==> src/rtl/face_anim_source.sv <==
// -----------------------------------------------------------------------------
// face_anim_source
//
// Pixel source for the LCD animation path. It answers every (x, y) address
// scanned by the downstream SPI LCD driver with a registered RGB565 colour,
// drawing a face made of two eyes and a mouth. A frame-synchronous state
// machine switches between IDLE, BLINK and SMILE. The state only changes at
// a frame start, so every frame is drawn with a single state.
//
// Ports:
//   clk         in   1   system clock (only clock)
//   rst         in   1   synchronous reset, active-high
//   go          in   1   smile request, a one-cycle pulse is enough
//   ram_addr_x  in   8   pixel column being scanned
//   ram_addr_y  in   8   pixel row being scanned
//   ram_data    out 16   RGB565 colour of the address presented one cycle earlier
//   anim_state  out  2   0 = IDLE, 1 = BLINK, 2 = SMILE
//   frame_tick  out  1   one-cycle pulse when a frame start is registered
// -----------------------------------------------------------------------------
module face_anim_source #(
    parameter int LCD_W        = 132,
    parameter int LCD_H        = 162,
    parameter int IDLE_FRAMES  = 90,
    parameter int BLINK_FRAMES = 4,
    parameter int SMILE_FRAMES = 60
) (
    input  logic        clk,
    input  logic        rst,
    input  logic        go,
    input  logic [7:0]  ram_addr_x,
    input  logic [7:0]  ram_addr_y,
    output logic [15:0] ram_data,
    output logic [1:0]  anim_state,
    output logic        frame_tick
);

    localparam logic [1:0] ST_IDLE  = 2'd0;
    localparam logic [1:0] ST_BLINK = 2'd1;
    localparam logic [1:0] ST_SMILE = 2'd2;

    localparam logic [15:0] COL_BG    = 16'h2935;
    localparam logic [15:0] COL_EYE   = 16'hFFFF;
    localparam logic [15:0] COL_MOUTH = 16'hF800;

    localparam logic [8:0] LCD_W_L = 9'(LCD_W);
    localparam logic [8:0] LCD_H_L = 9'(LCD_H);

    // fcnt value seen at the frame start that ends each timed state
    localparam logic [7:0] IDLE_LAST  = 8'(IDLE_FRAMES - 1);
    localparam logic [7:0] BLINK_LAST = 8'(BLINK_FRAMES - 1);
    localparam logic [7:0] SMILE_LAST = 8'(SMILE_FRAMES - 1);

    // Inclusive range test on an 8-bit coordinate.
    function automatic logic in_span(input logic [7:0] v,
                                     input logic [7:0] lo,
                                     input logic [7:0] hi);
        return (v >= lo) && (v <= hi);
    endfunction

    // Colour of one on-screen or off-screen pixel for a given face state.
    function automatic logic [15:0] pixel_colour(input logic [7:0] x,
                                                 input logic [7:0] y,
                                                 input logic [1:0] st);
        logic        on_screen;
        logic        eye_col;
        logic        eye_row;
        logic        mouth;
        logic [15:0] colour;
        on_screen = ({1'b0, x} < LCD_W_L) && ({1'b0, y} < LCD_H_L);
        eye_col   = in_span(x, 8'd36, 8'd51) || in_span(x, 8'd80, 8'd95);
        if (st == ST_BLINK) begin
            eye_row = in_span(y, 8'd57, 8'd58);
        end else begin
            eye_row = in_span(y, 8'd50, 8'd65);
        end
        if (st == ST_SMILE) begin
            // Wider lip plus raised mouth corners on both sides
            mouth = (in_span(y, 8'd110, 8'd113) && in_span(x, 8'd52, 8'd79)) ||
                    (in_span(y, 8'd106, 8'd109) &&
                     (in_span(x, 8'd46, 8'd51) || in_span(x, 8'd80, 8'd85)));
        end else begin
            mouth = in_span(y, 8'd112, 8'd113) && in_span(x, 8'd52, 8'd79);
        end
        if (!on_screen) begin
            colour = COL_BG;
        end else if (eye_col && eye_row) begin
            colour = COL_EYE;
        end else if (mouth) begin
            colour = COL_MOUTH;
        end else begin
            colour = COL_BG;
        end
        return colour;
    endfunction

    logic [7:0]  prev_x_q,     prev_x_d;
    logic [7:0]  prev_y_q,     prev_y_d;
    logic [1:0]  state_q,      state_d;
    logic [7:0]  fcnt_q,       fcnt_d;
    logic        go_pending_q, go_pending_d;
    logic        first_q,      first_d;
    logic [15:0] ram_data_q,   ram_data_d;
    logic        frame_tick_q, frame_tick_d;

    logic at_origin;
    logic prev_origin;
    logic frame_start;

    // Frame-start detection, state/counter update and pixel colour selection
    always_comb begin
        at_origin   = (ram_addr_x == 8'd0) && (ram_addr_y == 8'd0);
        prev_origin = (prev_x_q == 8'd0) && (prev_y_q == 8'd0);
        // Holding (0,0) over several cycles only counts on the first one
        frame_start = at_origin && !prev_origin;

        prev_x_d = ram_addr_x;
        prev_y_d = ram_addr_y;
        state_d  = state_q;
        fcnt_d   = fcnt_q;
        first_d  = first_q;

        // A go coinciding with a frame start is kept for the next one
        go_pending_d = go || (go_pending_q && !frame_start);

        if (frame_start) begin
            first_d = 1'b0;
            if (go_pending_q) begin
                state_d = ST_SMILE;
                fcnt_d  = 8'd0;
            end else if (first_q) begin
                // First frame after reset is frame 0 of IDLE
                state_d = ST_IDLE;
                fcnt_d  = 8'd0;
            end else begin
                case (state_q)
                    ST_IDLE: begin
                        if (fcnt_q == IDLE_LAST) begin
                            state_d = ST_BLINK;
                            fcnt_d  = 8'd0;
                        end else begin
                            fcnt_d = fcnt_q + 8'd1;
                        end
                    end
                    ST_BLINK: begin
                        if (fcnt_q == BLINK_LAST) begin
                            state_d = ST_IDLE;
                            fcnt_d  = 8'd0;
                        end else begin
                            fcnt_d = fcnt_q + 8'd1;
                        end
                    end
                    ST_SMILE: begin
                        if (fcnt_q == SMILE_LAST) begin
                            state_d = ST_IDLE;
                            fcnt_d  = 8'd0;
                        end else begin
                            fcnt_d = fcnt_q + 8'd1;
                        end
                    end
                    default: begin
                        state_d = ST_IDLE;
                        fcnt_d  = 8'd0;
                    end
                endcase
            end
        end else begin
            state_d = state_q;
        end

        // The pixel uses the post-update state so the (0,0) pixel matches its frame
        ram_data_d   = pixel_colour(ram_addr_x, ram_addr_y, state_d);
        frame_tick_d = frame_start;
    end

    // State, counters and registered outputs with synchronous reset
    always_ff @(posedge clk) begin
        if (rst) begin
            prev_x_q     <= 8'hFF;
            prev_y_q     <= 8'hFF;
            state_q      <= ST_IDLE;
            fcnt_q       <= 8'd0;
            go_pending_q <= 1'b0;
            first_q      <= 1'b1;
            ram_data_q   <= COL_BG;
            frame_tick_q <= 1'b0;
        end else begin
            prev_x_q     <= prev_x_d;
            prev_y_q     <= prev_y_d;
            state_q      <= state_d;
            fcnt_q       <= fcnt_d;
            go_pending_q <= go_pending_d;
            first_q      <= first_d;
            ram_data_q   <= ram_data_d;
            frame_tick_q <= frame_tick_d;
        end
    end

    assign ram_data   = ram_data_q;
    assign anim_state = state_q;
    assign frame_tick = frame_tick_q;

endmodule

==> config.mk <==
export PLATFORM = sky130hd
export DESIGN_NAME = face_anim_source
export DESIGN_NICKNAME = d
export VERILOG_FILES = /design/src/rtl/face_anim_source.sv
export SDC_FILE = /design/constraint.sdc
export NUM_CORES = 1
export LEC_CHECK = 0
export ABC_CLOCK_PERIOD_IN_PS = 2500
export CAP_MARGIN = 30
export CORE_MARGIN = 8
export CORE_UTILIZATION = 40
export DETAILED_ROUTE_END_ITERATION = 10
export GPL_TIMING_DRIVEN = 0
export PLACE_DENSITY = 0.67
export SKIP_CTS_REPAIR_TIMING = 1
export SYNTH_ARGS = -nofsm -noshare
export SYNTH_HDL_FRONTEND = slang
export SYNTH_SLANG_ARGS = --single-unit
==> constraint.sdc <==
create_clock -name clk -period 2.5 [get_ports clk]
set_clock_uncertainty 0.15 [all_clocks]
set_input_delay 0.25 -clock clk [delete_from_list [all_inputs] [get_ports clk]]
set_output_delay 0.25 -clock clk [all_outputs]
set_load 0.005 [all_outputs]
==> out/metrics.yaml <==
synth_async_sr_flop_share: 0
worst_setup_path_end_kind: "register"
viasPerCell: 4.955
setup_slack_ns: 0.1896
period_share: 0.9241
dp_slack_ns: -0.09927
row_count: 23
wirelength_microns: 3426
synth_warnings: 0
grt_overflow: 0
start_util: 0.4038
ios: 38
final_nets: 239
final_max_slew_viol_count: 0
synth_top_family_by_area: "simple AND/OR/NAND/NOR gates"
ant_nets: 0
whs_ns: 0.3395
io_buffers: 35
synth_mux_area_frac: 0.01504
synth_ff_type: "dfxtp_1"
synthTopCellsByCount: "dfxtp_1 (32), nor2_1 (17), or2_2 (17)"
mappedNetlistArea_sq_um: 1580
place.gp.congestion: 0.8138
antenna_found_initial: 0
yosysMostFrequentCell: "dfxtp_1"
die_y_microns: 78.86
final_hold_viol_count: 0
antennaDiodeCount: 0
cp.required_ns: 2.49
period_minus_slack_ns: 2.310
cp.arrival_ns: 2.30
grt_max_degree: 11
post_drt_wl_per_cell_microns: 12.74
synth_top_area_share: 0.4054
avgSynthCellArea_sq_um: 9.030
grt_pass1_wl_microns: 5671
synth-compound-area-share: 0.1306
fillerInstances: 388
drc: 0
cts_tree: "built"
holdCritPathClass: "register to register"
max_freq_mhz: 432.8
yosysTopAreaCell: "dfxtp_1"
ys_top_cells_by_area: "dfxtp_1 (41%), or2_2 (6.7%), buf_4 (6.2%), nor2_1 (4.0%), nor4_1 (2.4%)"
die_x_microns: 78.86
die_area_sq_um: 6218
p_leak_nw: 0.7518
cts-root-buf: "clkbuf_8"
rsz0062_at_grt: "no"
core_sq_um: 3914
synth_cell_types: 50
final_util: 0.5377
vias: 1333
clkLatencyLatePin_ns: 0.27
layout-drive-gt1-share: 0.2192
cap_violations: 0
path_max_fanout: 8
cts.sinks: 32
yosysSeqAreaShare: 0.4054
setup_violations: 0
drt_pre_antenna_iters: 4
crit_type: "input port to register"
drtIter0Drc: 55
syn_to_final_growth_pct: 33.18
clockBufferDepth: 2
synth-simple-area-share: 0.3080
cp-start-kind: "input port"
synth-edff-count: 0
synth_adder_area_share: 0.01584
vdd_ir_drop_max_v: 0.0003107
cts_max_level: 2
power_w: 0.001085
path_clk_slew_ns: 0.06
synth-seq-cells: 32
place_hpwl_microns: 2741
outcome: "finished clean"
setup_tns_ns: 0
syn_inst: 175
synth_xor_area_frac: 0.04434
grt_usage: 0.1143
grt_pass1_vias: 1220
numCtsBuffers: 5
power_density_nw_per_um2: 515.5
## layout make-up
cell class              instances  area [sq um]  share of cell area
clock inverters                 2         35.03             0.01665
clock buffers                   6         72.57             0.03448
flip-flops and latches         32         640.6              0.3044
well taps                      50         62.56             0.02973
multi-input cells             126         819.5              0.3894
inverters                       2         7.507            0.003567
repair buffers                 35         350.3              0.1665
plain buffers                  16         116.4             0.05529
## kinds of logic after synthesis
logic type,Yosys count
muxes,2
AOI/OAI and AO/OA,27
buffers and inverters,18
xor gates and xnor gates,8
other,1
adders and majority gates,2
DFF,32
and+or+nand+nor,85
## layer usage
metal	wire length, microns	up-vias	GRT usage
met3	239	4	0.03160
met4	65	0	0.05556
met5	0	-	0
met2	1505	48	0.1798
met1	1616	589	0.1407
li1	-	692	-
## power breakdown
| part | internal [W] | leakage (nW) | switching [W] |
|---|---|---|---|
| clock network | 0.000295 | 0.0552 | 0.000168 |
| logic | 0.0000499 | 0.434 | 0.0000421 |
| registers | 0.000525 | 0.263 | 0.00000464 |
| total | 0.000870 | 0.752 | 0.000215 |
## sequential cells by signal (all words and copies together), names as in the netlist
signal,count
prev_x_q,8
anim_state,2
fcnt_q,8
first_q,1
ram_data,3
go_pending_q,1
frame_tick,1
prev_y_q,8
## cells in the final DEF (no fill, tap or decap), types with 3 or more instances in the layout
master            n
clkdlybuf4s50_1  35
dfxtp_1          32
or2_2            17
nor2_1           17
buf_4            13
nand2_1           9
nand3_1           6
nor4_1            6
nor3_1            6
a21oi_1           5
clkbuf_8          5
nand4_1           4
xnor2_1           4
xor2_1            4
clkbuf_1          3
a21o_1            3
o21ai_0           3
or3_1             3
## worst paths after layout
path / from / to / slack [ns] / cells past startpoint
setup / recovery: ram_addr_x[7] / ram_data[5] / 0.19 / 8
hold / removal: fcnt_q[1] / fcnt_q[1] / 0.34 / 2
setup reg to reg: fcnt_q[0] / ram_data[5] / 0.34 / 7
hold reg to reg: fcnt_q[1] / fcnt_q[1] / 0.34 / 2
## worst max-delay path: stages
cell and delay [ns]:
clkdlybuf4s50_1 0.44, or2_4 0.29, nor4_2 0.34, and3_1 0.22, buf_6 0.13, mux2i_2 0.31
a21boi_0 0.22, o21ai_1 0.08
## stage by stage
stage / instance area [sq um] / std cells
after floorplan: 1584 / 176
after global placement: 1997 / 261
after detailed placement: 1997 / 261
after CTS: 2105 / 269
after global routing: 2105 / 269
final: 2105 / 269
Note: power is estimated with default switching activity, not from simulation.
